===== config.mk =====
export PLATFORM = sky130hd
export DESIGN_NAME = thmn_gate_array
export DESIGN_NICKNAME = d
export VERILOG_FILES = /design/src/rtl/thmn_gate_array.sv
export SDC_FILE = /design/constraint.sdc
export NUM_CORES = 1
export LEC_CHECK = 0
export BUFFER_PORTS_ARGS = -buffer_cell sky130_fd_sc_hd__buf_4
export CAP_MARGIN = 20
export CORE_MARGIN = 5
export CORE_UTILIZATION = 51
export DETAILED_ROUTE_END_ITERATION = 10
export PLACE_DENSITY_LB_ADDON = 0.3
export SLEW_MARGIN = 20
export SYNTH_ARGS = -nofsm -noshare
export SYNTH_HDL_FRONTEND = slang
export SYNTH_SLANG_ARGS = --single-unit

===== constraint.sdc =====
create_clock -name clk -period 1.9 [get_ports clk]
set_input_delay 0 -clock clk [delete_from_list [all_inputs] [get_ports clk]]
set_output_delay 0 -clock clk [all_outputs]
set_load 0.005 [all_outputs]

===== src/rtl/thmn_gate_array.sv =====
// thmn_gate_array: clocked functional model of CH parallel NCL THmn threshold
// gates with hysteresis, plus a DATA/NULL completion tracker and an input
// monotonicity checker.
//
// Ports:
//   clk       - sole clock, all state updates on the rising edge
//   rst_n     - synchronous active-low reset
//   x         - gate inputs, channel k uses x[k*N +: N]
//   err_clr   - clears all sticky error bits (a same-edge violation wins)
//   y         - registered gate outputs, one per channel
//   all_data  - every y bit is 1
//   all_null  - every y bit is 0
//   phase     - tracker state, 0 = waiting for DATA, 1 = waiting for NULL
//   wave_cnt  - completed DATA->NULL waves, wraps silently
//   err       - sticky per-channel monotonicity violation
module thmn_gate_array #(
  parameter int unsigned   N         = 4,
  parameter int unsigned   M         = 4,
  parameter int unsigned   CH        = 2,
  parameter bit            HYST      = 1'b1,
  parameter logic [CH-1:0] RESET_VAL = '0,
  parameter bit            CHECK_EN  = 1'b1,
  parameter int unsigned   CNT_W     = 8
) (
  input  logic              clk,
  input  logic              rst_n,
  input  logic [CH*N-1:0]   x,
  input  logic              err_clr,
  output logic [CH-1:0]     y,
  output logic              all_data,
  output logic              all_null,
  output logic              phase,
  output logic [CNT_W-1:0]  wave_cnt,
  output logic [CH-1:0]     err
);

  // Elaboration-time parameter sanity checks.
  if (M < 1 || M > N) begin : g_bad_m
    $error("thmn_gate_array: threshold M must satisfy 1 <= M <= N");
  end
  if (N < 1 || N > 16) begin : g_bad_n
    $error("thmn_gate_array: N must be in 1..16");
  end
  if (CH < 1 || CH > 32) begin : g_bad_ch
    $error("thmn_gate_array: CH must be in 1..32");
  end

  // Monotonicity checking only makes sense for hysteresis gates.
  localparam bit ChkOn = CHECK_EN && HYST;

  typedef enum logic [0:0] {
    StWaitData = 1'b0,
    StWaitNull = 1'b1
  } phase_e;

  logic [CH-1:0]    y_q, y_d;
  logic [CH-1:0]    err_q, err_d;
  logic [CH-1:0]    viol;
  logic [CH*N-1:0]  x_q;
  logic             prev_vld_q;
  phase_e           state_q, state_d;
  logic [CNT_W-1:0] wave_q, wave_d;

  function automatic int unsigned popcnt(input logic [N-1:0] v);
    int unsigned c;
    c = 0;
    for (int i = 0; i < int'(N); i++) begin
      c += 32'(v[i]);
    end
    return c;
  endfunction

  // Gate next state: set at >= M, clear at 0, otherwise hold (or plain threshold).
  always_comb begin
    y_d = y_q;
    for (int k = 0; k < int'(CH); k++) begin
      if (!HYST) begin
        y_d[k] = (popcnt(x[k*N +: N]) >= M);
      end else if (popcnt(x[k*N +: N]) >= M) begin
        y_d[k] = 1'b1;
      end else if (popcnt(x[k*N +: N]) == 0) begin
        y_d[k] = 1'b0;
      end
    end
  end

  // Checker compares against the pre-update y, so a fall on the edge y sets is legal.
  always_comb begin
    viol = '0;
    if (ChkOn && prev_vld_q) begin
      for (int k = 0; k < int'(CH); k++) begin
        if (y_q[k]) begin
          // DATA re-injected before NULL completed.
          viol[k] = |(x[k*N +: N] & ~x_q[k*N +: N]);
        end else begin
          // DATA wave retracted before completion.
          viol[k] = (|(x_q[k*N +: N] & ~x[k*N +: N])) && (|x_q[k*N +: N]);
        end
      end
    end
    err_d = (err_q & ~{CH{err_clr}}) | viol;
  end

  // Completion tracker, driven by registered y so it lags the gates by a cycle.
  always_comb begin
    state_d = state_q;
    wave_d  = wave_q;
    case (state_q)
      StWaitData: begin
        if (all_data) begin
          state_d = StWaitNull;
        end
      end
      StWaitNull: begin
        if (all_null) begin
          state_d = StWaitData;
          wave_d  = wave_q + CNT_W'(1);
        end
      end
      default: state_d = StWaitData;
    endcase
  end

  always_ff @(posedge clk) begin
    if (!rst_n) begin
      y_q        <= RESET_VAL;
      err_q      <= '0;
      x_q        <= '0;
      prev_vld_q <= 1'b0;
      state_q    <= StWaitData;
      wave_q     <= '0;
    end else begin
      y_q        <= y_d;
      err_q      <= err_d;
      x_q        <= x;
      prev_vld_q <= 1'b1;
      state_q    <= state_d;
      wave_q     <= wave_d;
    end
  end

  assign y        = y_q;
  assign all_data = &y_q;
  assign all_null = ~|y_q;
  assign phase    = (state_q == StWaitNull);
  assign wave_cnt = wave_q;
  assign err      = err_q;

endmodule


==> metrics.md, run 1 <==
| Metric | Value |
|---|---|
| Outcome | finished clean |
| Die Y | 56.1 um |
| Slew HR | around 76% |
| Synth unique cells | 27 |
| Pwr/cell area | 616 nW/um2 |
| Worst-path cell chain | dlygate4sd3_1 -> buf_6 -> inv_1 -> fa_1 -> inv_1 -> ha_1 -> ha_1 -> o21a_1 -> o21a_1 |
| TritonCTS buffer count | 3 |
| Setup Fix Bufs, Post-CTS | 0 |
| Post-Synthesis Cell Area | roughly 1100 um2 |
| CP peak stage delay | 0.55 ns |
| Clock latency on the worst-skew pair | 0.30 ns |
| Hpwl dp | around 1500 um |
| Leak Pwr | between 0.0006 and 0.0007 uW |
| Max-cap viol count | 0 |
| Register area share after synthesis | 40.6% |
| Clock power share | between 20% and 30% |
| Core Region | between 2000 and 2500 um2 |
| Vias per cell | approximately 4.9 |
| GPL Wtd Cong | 0.740 |
| Most frequent cells in the layout | 26 x buf_4, 22 x dfxtp_1, 17 x nand2b_1, 12 x inv_1, 11 x and2_1 |
| Vias in the first global route | 822 |
| P_int | just under 700 uW |
| Layout Utilization | 71.9% |
| Skew final | about 0.007 ns |
| Post-route ant nets | 0 |
| H-tree level count | 1 |
| Starting density of the core | a little over half |
| Layout cells sized above 1 | 20.1% |
| Residual DRC | 0 |
| Logic gate share of total power | approximately 16% |
| Critical Path End Type | flip-flop |
| Root buf cell | clkbuf_4 |
| First-pass GRT wire length | 3820 um |
| Final-report max-slew violation count | 0 |
| CP startpoint kind | input pin |
| Starting DRT DRC Count | 26 |
| Area contributors post-synth | dfxtp_1 41%, nand2b_1 9.8%, and2_1 6.4%, ha_1 5.8%, a21boi_1 4.2% |
| YS warnings | 0 |
| Max FO, Critical Path | 4 |
| Die area | between 3000 and 4000 um2 |
| Total gr overflow | 0 |
| Initial antenna violation count | 0 |
| Slack of the worst reg-to-reg path | 0.29 ns |
| Drt first pass iters | 4 |
| I/O pin cnt | 26 |
| Syn Inst Count | about 120 |
| Overall Power | 886 uW |
| Post-layout min period | 1.85 ns |
| FMAX | 539 MHz |
| Worst hold path class | in2reg |
| Flop pwr share | 55.1% |
| Peak VDD IR | 485 uV |
| Wirelength, routed | 2170 um |
| Sw power | 207 uW |
| Reg area | between 400 and 500 um2 |
| Synthesis-to-finish area growth | 32.8% |
| Sw Ratio | a little under a quarter |
| Die X-Extent | 56.1 um |
| Syn avg cell area | between 9 and 10 um2 |
| Ant. Diodes | 0 |
| Setup Viol. Count Final | 0 |
| Row count | 16 |
| CP max-delay cell | dlygate4sd3_1 |
| DR WL/cell | 12.0 um |
| Post-synth top area cell | dfxtp_1 |
| Net Count, Synth | 135 |
| Filler Cell Count | 168 |
| Nets | 173 |
| CP arrival | 2.07 ns |
| Critical path class | in2reg |
| Commonest non-fill, non-tap cell in the layout | buf_4 |
| Final period utilization | a little over nine tenths |
| Critical Path RT | 2.12 ns |
| Slew @ Worst Pin | 0.362 ns |
| Clk pin slew, worst setup/hold paths | 0.12 ns |
| IO buf count | 25 |
| Clock tree sinks | 22 |
| Final Hold Viols | 0 |
| Multi-input gate area | 587 um2 |
| Routed via count | approximately 890 |
| Largest net degree at the start of global routing | 27 |
| Longest Clk Path Bufs | 2 |
| Area share of the largest cell type after synthesis | around two fifths |
| CTS tree | yes |
| Synth Register Bits | 22 |
| Total track usage | 15.0% |
worst max-delay path, delay by kind of cell:
| family | cells | cell delay [ns] |
|---|---|---|
| adders and majority gates | 3 | 0.98 |
| buffers and inverters | 4 | 0.75 |
| AOI/OAI and AO/OA | 2 | 0.33 |
through the flow:
step                hold slack (ns)  TNS, ns  instance area [um2]  instances  setup slack (ns)
floorplan                    0.0277        0                 1080        117             0.324
global placement              0.227        0                 1310        168             0.327
detailed placement            0.234        0                 1310        168             0.302
CTS                           0.131        0                 1440        181             0.105
global route                  0.153  -0.0191                 1440        181           -0.0191
finish                        0.140        0                 1440        181            0.0452
sequential cells by signal (all words and copies together) (netlist names):
signal	flops
phase	1
x_q	8
err	2
y	2
wave_cnt	8
prev_vld_q	1
cell usage after synthesis, drive strengths merged:
| library cell | instances |
|---|---|
| a211o | 2 |
| a21boi | 6 |
| a41oi | 4 |
| and2 | 11 |
| clkbuf | 3 |
| dfxtp | 22 |
| fa | 2 |
| ha | 5 |
| inv | 12 |
| mux2i | 1 |
| nand2 | 5 |
| nand2b | 17 |
| nand3 | 4 |
| nand3b | 2 |
| nand4 | 1 |
| nand4bb | 1 |
| nor2 | 1 |
| nor2b | 1 |
| nor4 | 1 |
| o21a | 4 |
| o21ai | 3 |
| o31ai | 2 |
| or3 | 2 |
| or3b | 1 |
| or4 | 2 |
| xnor2 | 2 |
layer usage:
metal  global-route usage (%)  vias up  wire length (um)
li1                         -      472                 -
met1                     20.1      408              1040
met2                     23.4       12              1050
met3                     3.48        2                79
met4                     5.08        0                 7
met5                        0        -                 0
what timing repair did:
action,4_1_cts,5_1_grt
hold buffers,9,0
resized for setup,0,1
endpoints found under the hold margin,9,0
endpoints found under the setup margin,0,1
power by group through the flow:
stage | combinational [uW] | sequential, uW | clock [uW]
floorplan | 63.8 | 501 | 0
global placement | 121 | 498 | 0
detailed placement | 127 | 499 | 0
CTS | 141 | 488 | 267
global route | 161 | 491 | 287
finish | 142 | 488 | 256
logic make-up after synthesis:
family | synth area share (%)
simple gates | 27.6
xor+xnor | 1.62
compound gates | 14.5
flops | 40.6
mux | 0.924
fa+ha+maj | 9.47
buf+inv | 5.20
area by class of cell:
cell class	count	share of cell area, %
repair buffers	36	20.6
well taps	27	2.35
flip-flops and latches	22	30.6
multi-input cells	80	40.8
inverters	12	3.13
clock buffers	4	2.52
path summary, 6_finish.rpt:
path	from	to	cells past startpoint
worst max register to register	phase	wave_cnt[5]	3
worst min-delay path	err_clr	err[0]	3
worst max-delay path	x[4]	y[1]	9
worst min register to register	wave_cnt[7]	wave_cnt[7]	2
Power figures use the tool's default switching activity.
==> run 2: changes to the inputs <==
Settings changed: CORE_UTILIZATION 51 to 46, CTS_CLUSTER_DIAMETER from default to 150.
Clock period 1.9 ns to 1.6 ns, I/O delays scaled along.
==> metrics.md, run 2 (synthesis gave the netlist of run 1 again) <==
| Metric | Value |
|---|---|
| Outcome | finished clean (unchanged) |
| GR met3 Demand/Resource | 3.07% (was 3.48%) |
| DR WL/cell | 12.4 um (was 12.0 um) |
| Longest Clk Path Bufs | 2 (unchanged) |
| IO buf count | 25 (unchanged) |
| Clock power share | 24.4% (was 28.9%) |
| Pwr/cell area | 689 nW/um2 (was 616 nW/um2) |
| Critical Path RT | 1.84 ns (was 2.12 ns) |
| TritonCTS buffer count | 3 (unchanged) |
| Ant. Diodes | 0 (unchanged) |
| Slew HR | 78.4% (was 75.6%) |
| Synthesis-to-finish area growth | 32.4% (was 32.8%) |
| P_int | 754 uW (was 678 uW) |
| CP startpoint kind | flip-flop (was input pin) |
| Slew @ Worst Pin | 0.320 ns (was 0.362 ns) |
| Setup Viol. Count Final | 0 (unchanged) |
| Worst setup path start | y[0] (was x[4]) |
| Setup WS post-layout | 0.108 ns (was 0.0452 ns) |
| Worst hold path class | in2reg (unchanged) |
| Hold path start | x[4] (was err_clr) |
| FMAX | 670 MHz |
| Reg area | 440 um2 (unchanged) |
| Sw power | 235 uW (was 207 uW) |
| Clk pin slew, worst setup/hold paths | 0.12 ns (about the same) |
| Leak Pwr | 0.000635 uW (was 0.000633 uW) |
| FF-to-FF path depth | 3 (unchanged) |
| RSZ-0062 raised after global routing | no |
| Critical Path End Type | flip-flop (unchanged) |
| Multi-input gate area | 587 um2 (unchanged) |
| FF-to-FF End | wave_cnt[5] (unchanged) |
| Residual DRC | 0 (unchanged) |
| Layout cells sized above 1 | 21.3% (was 20.1%) |
| Final-report max-slew violation count | 0 (unchanged) |
| Clock latency on the worst-skew pair | 0.30 ns (about the same) |
| First-pass GRT wire length | 3740 um (was 3820 um) |
| Root buf cell | clkbuf_4 (unchanged) |
| Flop pwr share | 58.6% (was 55.1%) |
| Largest net degree at the start of global routing | 27 (unchanged) |
| Vias per cell | 5.17 (was 4.94) |
| Row count | 17 (was 16) |
| Design area | 1440 um2 (about the same) |
| Logic gate share of total power | 17.1% (was 16.0%) |
| RR Startpoint | y[0] (was phase) |
| Die X-Extent | 58.5 um (was 56.1 um) |
| Worst slack at placement | -0.00996 ns (was 0.302 ns) |
| Total track usage | 14.0% (was 15.0%) |
| GPL Wtd Cong | 0.739 (was 0.740) |
| GR Layer Usage met1 | 16.5% (was 20.1%) |
| H-tree level count | 1 (unchanged) |
| Drt first pass iters | 4 (unchanged) |
| Total gr overflow | 0 (unchanged) |
| Hpwl dp | 1700 um (was 1550 um) |
| Skew final | 0.00591 ns (was 0.00700 ns) |
| Placed cells | 172 (was 168) |
| Max FO, Critical Path | 5 (was 4) |
| Max-cap viol count | 0 (unchanged) |
| Nets | 175 (was 173) |
| Slack of the worst reg-to-reg path | 0.11 ns (was 0.29 ns) |
| Clock tree sinks | 22 (unchanged) |
| Post_cts resized | 0 (unchanged) |
| Filler Cell Count | 205 (was 168) |
| Initial antenna violation count | 0 (unchanged) |
| Die Y | 58.5 um (was 56.1 um) |
| Top Usage Layer GRT | met2 (unchanged) |
| Post-layout min period | 1.49 ns |
| Starting DRT DRC Count | 11 (was 26) |
| Overall Power | 989 uW (was 886 uW) |
| CTS tree | yes (unchanged) |
| Routed via count | 947 (was 894) |
| Final Hold Viols | 0 (unchanged) |
| Critical path class | reg2reg (was in2reg) |
| Starting density of the core | 48.5% (was 54.1%) |
| Finished Layout Cells | 183 (was 181) |
| Peak VDD IR | 406 uV (was 485 uV) |
| I/O pin cnt | 26 (unchanged) |
| Commonest non-fill, non-tap cell in the layout | buf_4 (unchanged) |
| Core Region | 2230 um2 (was 2000 um2) |
| Wirelength, routed | 2270 um (was 2170 um) |
| Die area | 3430 um2 (was 3150 um2) |
| Dpl cell area | 1330 um2 (was 1310 um2) |
| WHS Path Cells | 3 (unchanged) |
| CP arrival | 1.73 ns (was 2.07 ns) |
| Most frequent cells in the layout | 30 x buf_4, 22 x dfxtp_1, 17 x nand2b_1, 12 x inv_1, 11 x and2_1 (was 26 x buf_4, 22 x dfxtp_1, 17 x nand2b_1, 12 x inv_1, 11 x and2_1) |
| Vias in the first global route | 893 (was 822) |
| Sw Ratio | 23.8% (was 23.4%) |
| Final period utilization | 93.3% |
| Post-route ant nets | 0 (unchanged) |
| Hold Crit Endpoint | x_q[4] (was err[0]) |
| Met2 Use GR | 24.2% (was 23.4%) |
-- run 2: through the flow --
stage / setup TNS (ns) / utilization, % / hold slack (ns)
floorplan: 0 / - / 0.0277
global placement: 0 / 59.7 / 0.228
detailed placement: -0.0199 / 59.7 / 0.237
CTS: 0 / 64.3 / 0.00310
global route: 0 / 64.3 / 0.0231
finish: 0 / 64.3 / 0.0149
-- run 2: how the worst max path moves through the flow --
stage                  endpoint  slack (ns)  depth (start not counted)
global route        wave_cnt[5]        0.03                          3
finish              wave_cnt[5]        0.11                          3
detailed placement         y[0]       -0.01                          8
CTS                 wave_cnt[5]         0.1                          3
floorplan           wave_cnt[5]        0.02                          4
global placement           y[0]        0.02                          8
-- run 2: power by group through the flow --
stage | logic, uW | registers (uW) | clock network [uW]
6_report | 169 | 579 | 241
3_5_place_dp | 155 | 592 | 0
5_1_grt | 188 | 583 | 270
2_1_floorplan | 75.7 | 595 | 0
3_3_place_gp | 146 | 591 | 0
4_1_cts | 171 | 579 | 251
-- run 2: routing by layer --
metal,vias up,wire length (um)
li1,476,-
met1,444,1020
met2,21,1100
met3,6,117
met4,0,42
met5,-,0
-- run 2: final cells by class --
class | count | area share [%]
flip-flops and latches | 22 | 30.7
inverters | 12 | 3.14
clock buffers | 3 | 1.57
well taps | 28 | 2.44
multi-input cells | 80 | 40.9
repair buffers | 38 | 21.3
-- run 2: worst max-delay path: stages (launching register included) --
cell and delay, ns:
dfxtp_1 0.32, or3b_1 0.45, or4_1 0.52, a21boi_1 0.14
-- run 2: repair_timing --
action	4_1_cts	5_1_grt
setup buffers	0	0
hold buffers	8	0
endpoints found under the hold margin	8	0
==> run 3: changes to the inputs <==
Settings changed: CORE_ASPECT_RATIO from default to 0.8.
==> metrics.md, run 3 (synthesis gave the netlist of run 1 again) <==
| Metric | Value |
|---|---|
| Clk pin slew, worst setup/hold paths | 0.11 ns (was 0.12 ns) |
| Multi-input gate area | 589 um2 (was 587 um2) |
| Clock latency on the worst-skew pair | 0.30 ns (about the same) |
| Total gr overflow | 0 (unchanged) |
| DR WL/cell | 13.6 um (was 12.4 um) |
| Slew @ Worst Pin | 0.303 ns (was 0.320 ns) |
| Worst hold path class | in2reg (unchanged) |
| Wirelength, routed | 2450 um (was 2270 um) |
| Hold WS | 0.0102 ns (was 0.0149 ns) |
| CP arrival | 1.69 ns (was 1.73 ns) |
| Max-cap viol count | 0 (unchanged) |
| Outcome | finished clean (unchanged) |
| First-pass GRT wire length | 4330 um (was 3740 um) |
| Critical Path End Type | flip-flop (unchanged) |
| Final Hold Viols | 0 (unchanged) |
| Ant. Diodes | 0 (unchanged) |
| Leak Pwr | 0.000638 uW (was 0.000635 uW) |
| Layout Utilization | 65.3% (was 64.3%) |
| Clock tree sinks | 22 (unchanged) |
| Hold Crit Endpoint | x_q[4] (unchanged) |
| CP bufs+invs | 0 (unchanged) |
| H-tree level count | 1 (unchanged) |
| Setup Viol. Count Final | 0 (unchanged) |
| Routed via count | 939 (was 947) |
| IO buf count | 25 (unchanged) |
| Hold path start | x[4] (unchanged) |
| Dpl cell area | 1330 um2 (about the same) |
| Starting density of the core | 49.3% (was 48.5%) |
| Final-report max-slew violation count | 0 (unchanged) |
| Die Y | 53.4 um (was 58.5 um) |
| Initial antenna violation count | 0 (unchanged) |
| CP max-delay cell | or4_1 (unchanged) |
| Setup Fix Bufs, Post-CTS | 0 (unchanged) |
| Nets | 175 (unchanged) |
| Critical path class | reg2reg (unchanged) |
| FMAX | 688 MHz (was 670 MHz) |
| Residual DRC | 0 (unchanged) |
| Reg area | 440 um2 (unchanged) |
| Vias in the first global route | 950 (was 893) |
| RSZ-0062 raised after global routing | no (unchanged) |
| WHS Path Cells | 3 (unchanged) |
| Post-route ant nets | 0 (unchanged) |
| Post-layout min period | 1.45 ns (was 1.49 ns) |
| Starting DRT DRC Count | 16 (was 11) |
| Core Region | 2200 um2 (was 2230 um2) |
| Max FO, Critical Path | 5 (unchanged) |
| FF-to-FF path depth | 3 (unchanged) |
| Die area | 3430 um2 (about the same) |
| Worst-path cell chain | or3b_4 -> or4_1 -> a21boi_1 (was or3b_1 -> or4_1 -> a21boi_1) |
| Peak VDD IR | 714 uV (was 406 uV) |
| Slack of the worst reg-to-reg path | 0.15 ns (was 0.11 ns) |
| Synthesis-to-finish area growth | 32.3% (was 32.4%) |
| Crit path max-delay family | simple AND/OR/NAND/NOR gates (unchanged) |
| Vias per cell | 5.22 (was 5.17) |
| Critical Path RT | 1.84 ns (about the same) |
| Filler Cell Count | 179 (was 205) |
| Pwr/cell area | 693 nW/um2 (was 689 nW/um2) |
| Skew final | 0.00157 ns (was 0.00591 ns) |
| Drt first pass iters | 4 (unchanged) |
| CTS tree | yes (unchanged) |
| TritonCTS buffer count | 3 (unchanged) |
| Row count | 15 (was 17) |
| Longest Clk Path Bufs | 2 (unchanged) |
| Final setup TNS | 0 ns (unchanged) |
| RR Startpoint | y[0] (unchanged) |
| Layout cells sized above 1 | 21.9% (was 21.3%) |
| Commonest non-fill, non-tap cell in the layout | buf_4 (unchanged) |
| GPL Wtd Cong | 0.774 (was 0.739) |
| I/O pin cnt | 26 (unchanged) |
| Slew HR | 79.6% (was 78.4%) |
| Die X-Extent | 64.3 um (was 58.5 um) |
| Final period utilization | 90.8% (was 93.3%) |
| CP peak stage delay | 0.49 ns (was 0.52 ns) |
| Design area | 1430 um2 (was 1440 um2) |
| Hpwl dp | 1700 um (about the same) |
| CP startpoint kind | flip-flop (unchanged) |
| Most frequent cells in the layout | 30 x buf_4, 22 x dfxtp_1, 17 x nand2b_1, 12 x inv_1, 11 x and2_1 (unchanged) |
| Root buf cell | clkbuf_4 (unchanged) |
| Largest net degree at the start of global routing | 27 (unchanged) |
| FF-to-FF End | wave_cnt[3] (was wave_cnt[5]) |
| Total track usage | 16.4% (was 14.0%) |
==> run 3: cell counts in the layout (fill, tap and decap cells not counted) <==
No cell type changed its count.
==> run 3: how the worst max path moves through the flow <==
stage | to | cells past startpoint | from | slack [ns]
detailed placement | y[1] | 8 | x[4] | 0.003
finish | wave_cnt[3] | 3 | y[0] | 0.15
floorplan | wave_cnt[5] | 4 | phase | 0.02
global placement | y[0] | 8 | x[0] | 0.02
CTS | wave_cnt[3] | 3 | y[0] | 0.11
global route | wave_cnt[4] | 4 | wave_cnt[0] | 0.03
==> run 3: worst min-delay path, cell delays in order <==
cell and delay (ns):
buf_4 0.09, buf_4 0.10, and2_1 0.10
==> run 3: final cells by class <==
cell class              instances  share of cell area [%]
clock buffers                   3                    1.57
inverters                      12                    3.14
multi-input cells              80                    41.1
flip-flops and latches         22                    30.7
well taps                      25                    2.18
repair buffers                 38                    21.3
==> run 3: metal layers <==
metal  track usage [%]  up-vias  part of all wire [%]
met5                 0        -                     0
met1              19.0      446                    44
met2              29.8       16                    50
met3              5.10        2                   5.4
li1                  -      475                     -
met4              3.05        0                  0.57
==> run 3: per-stage QoR <==
stage / total power [uW] / std cells / worst slack, ns
3_5_place_dp: 744 / 169 / 0.00273
3_3_place_gp: 737 / 169 / 0.0206
2_1_floorplan: 671 / 117 / 0.0238
5_1_grt: 1060 / 180 / 0.0293
6_report: 994 / 180 / 0.147
4_1_cts: 1010 / 180 / 0.113
==> run 3: repair_timing <==
item                                    CTS  global route
hold buffers                              8             0
resized for setup                         0             1
endpoints found under the hold margin     8             0
endpoints found under the setup margin    0             1
==> run 3: power by group <==
part / internal, uW / switching [uW] / leakage [uW] / total [uW]
Clock: 87.8 / 156 / 0.0000138 / 244
Combinational: 97.0 / 73.4 / 0.000443 / 170
Sequential: 569 / 11.3 / 0.000180 / 580
Total: 754 / 240 / 0.000638 / 994
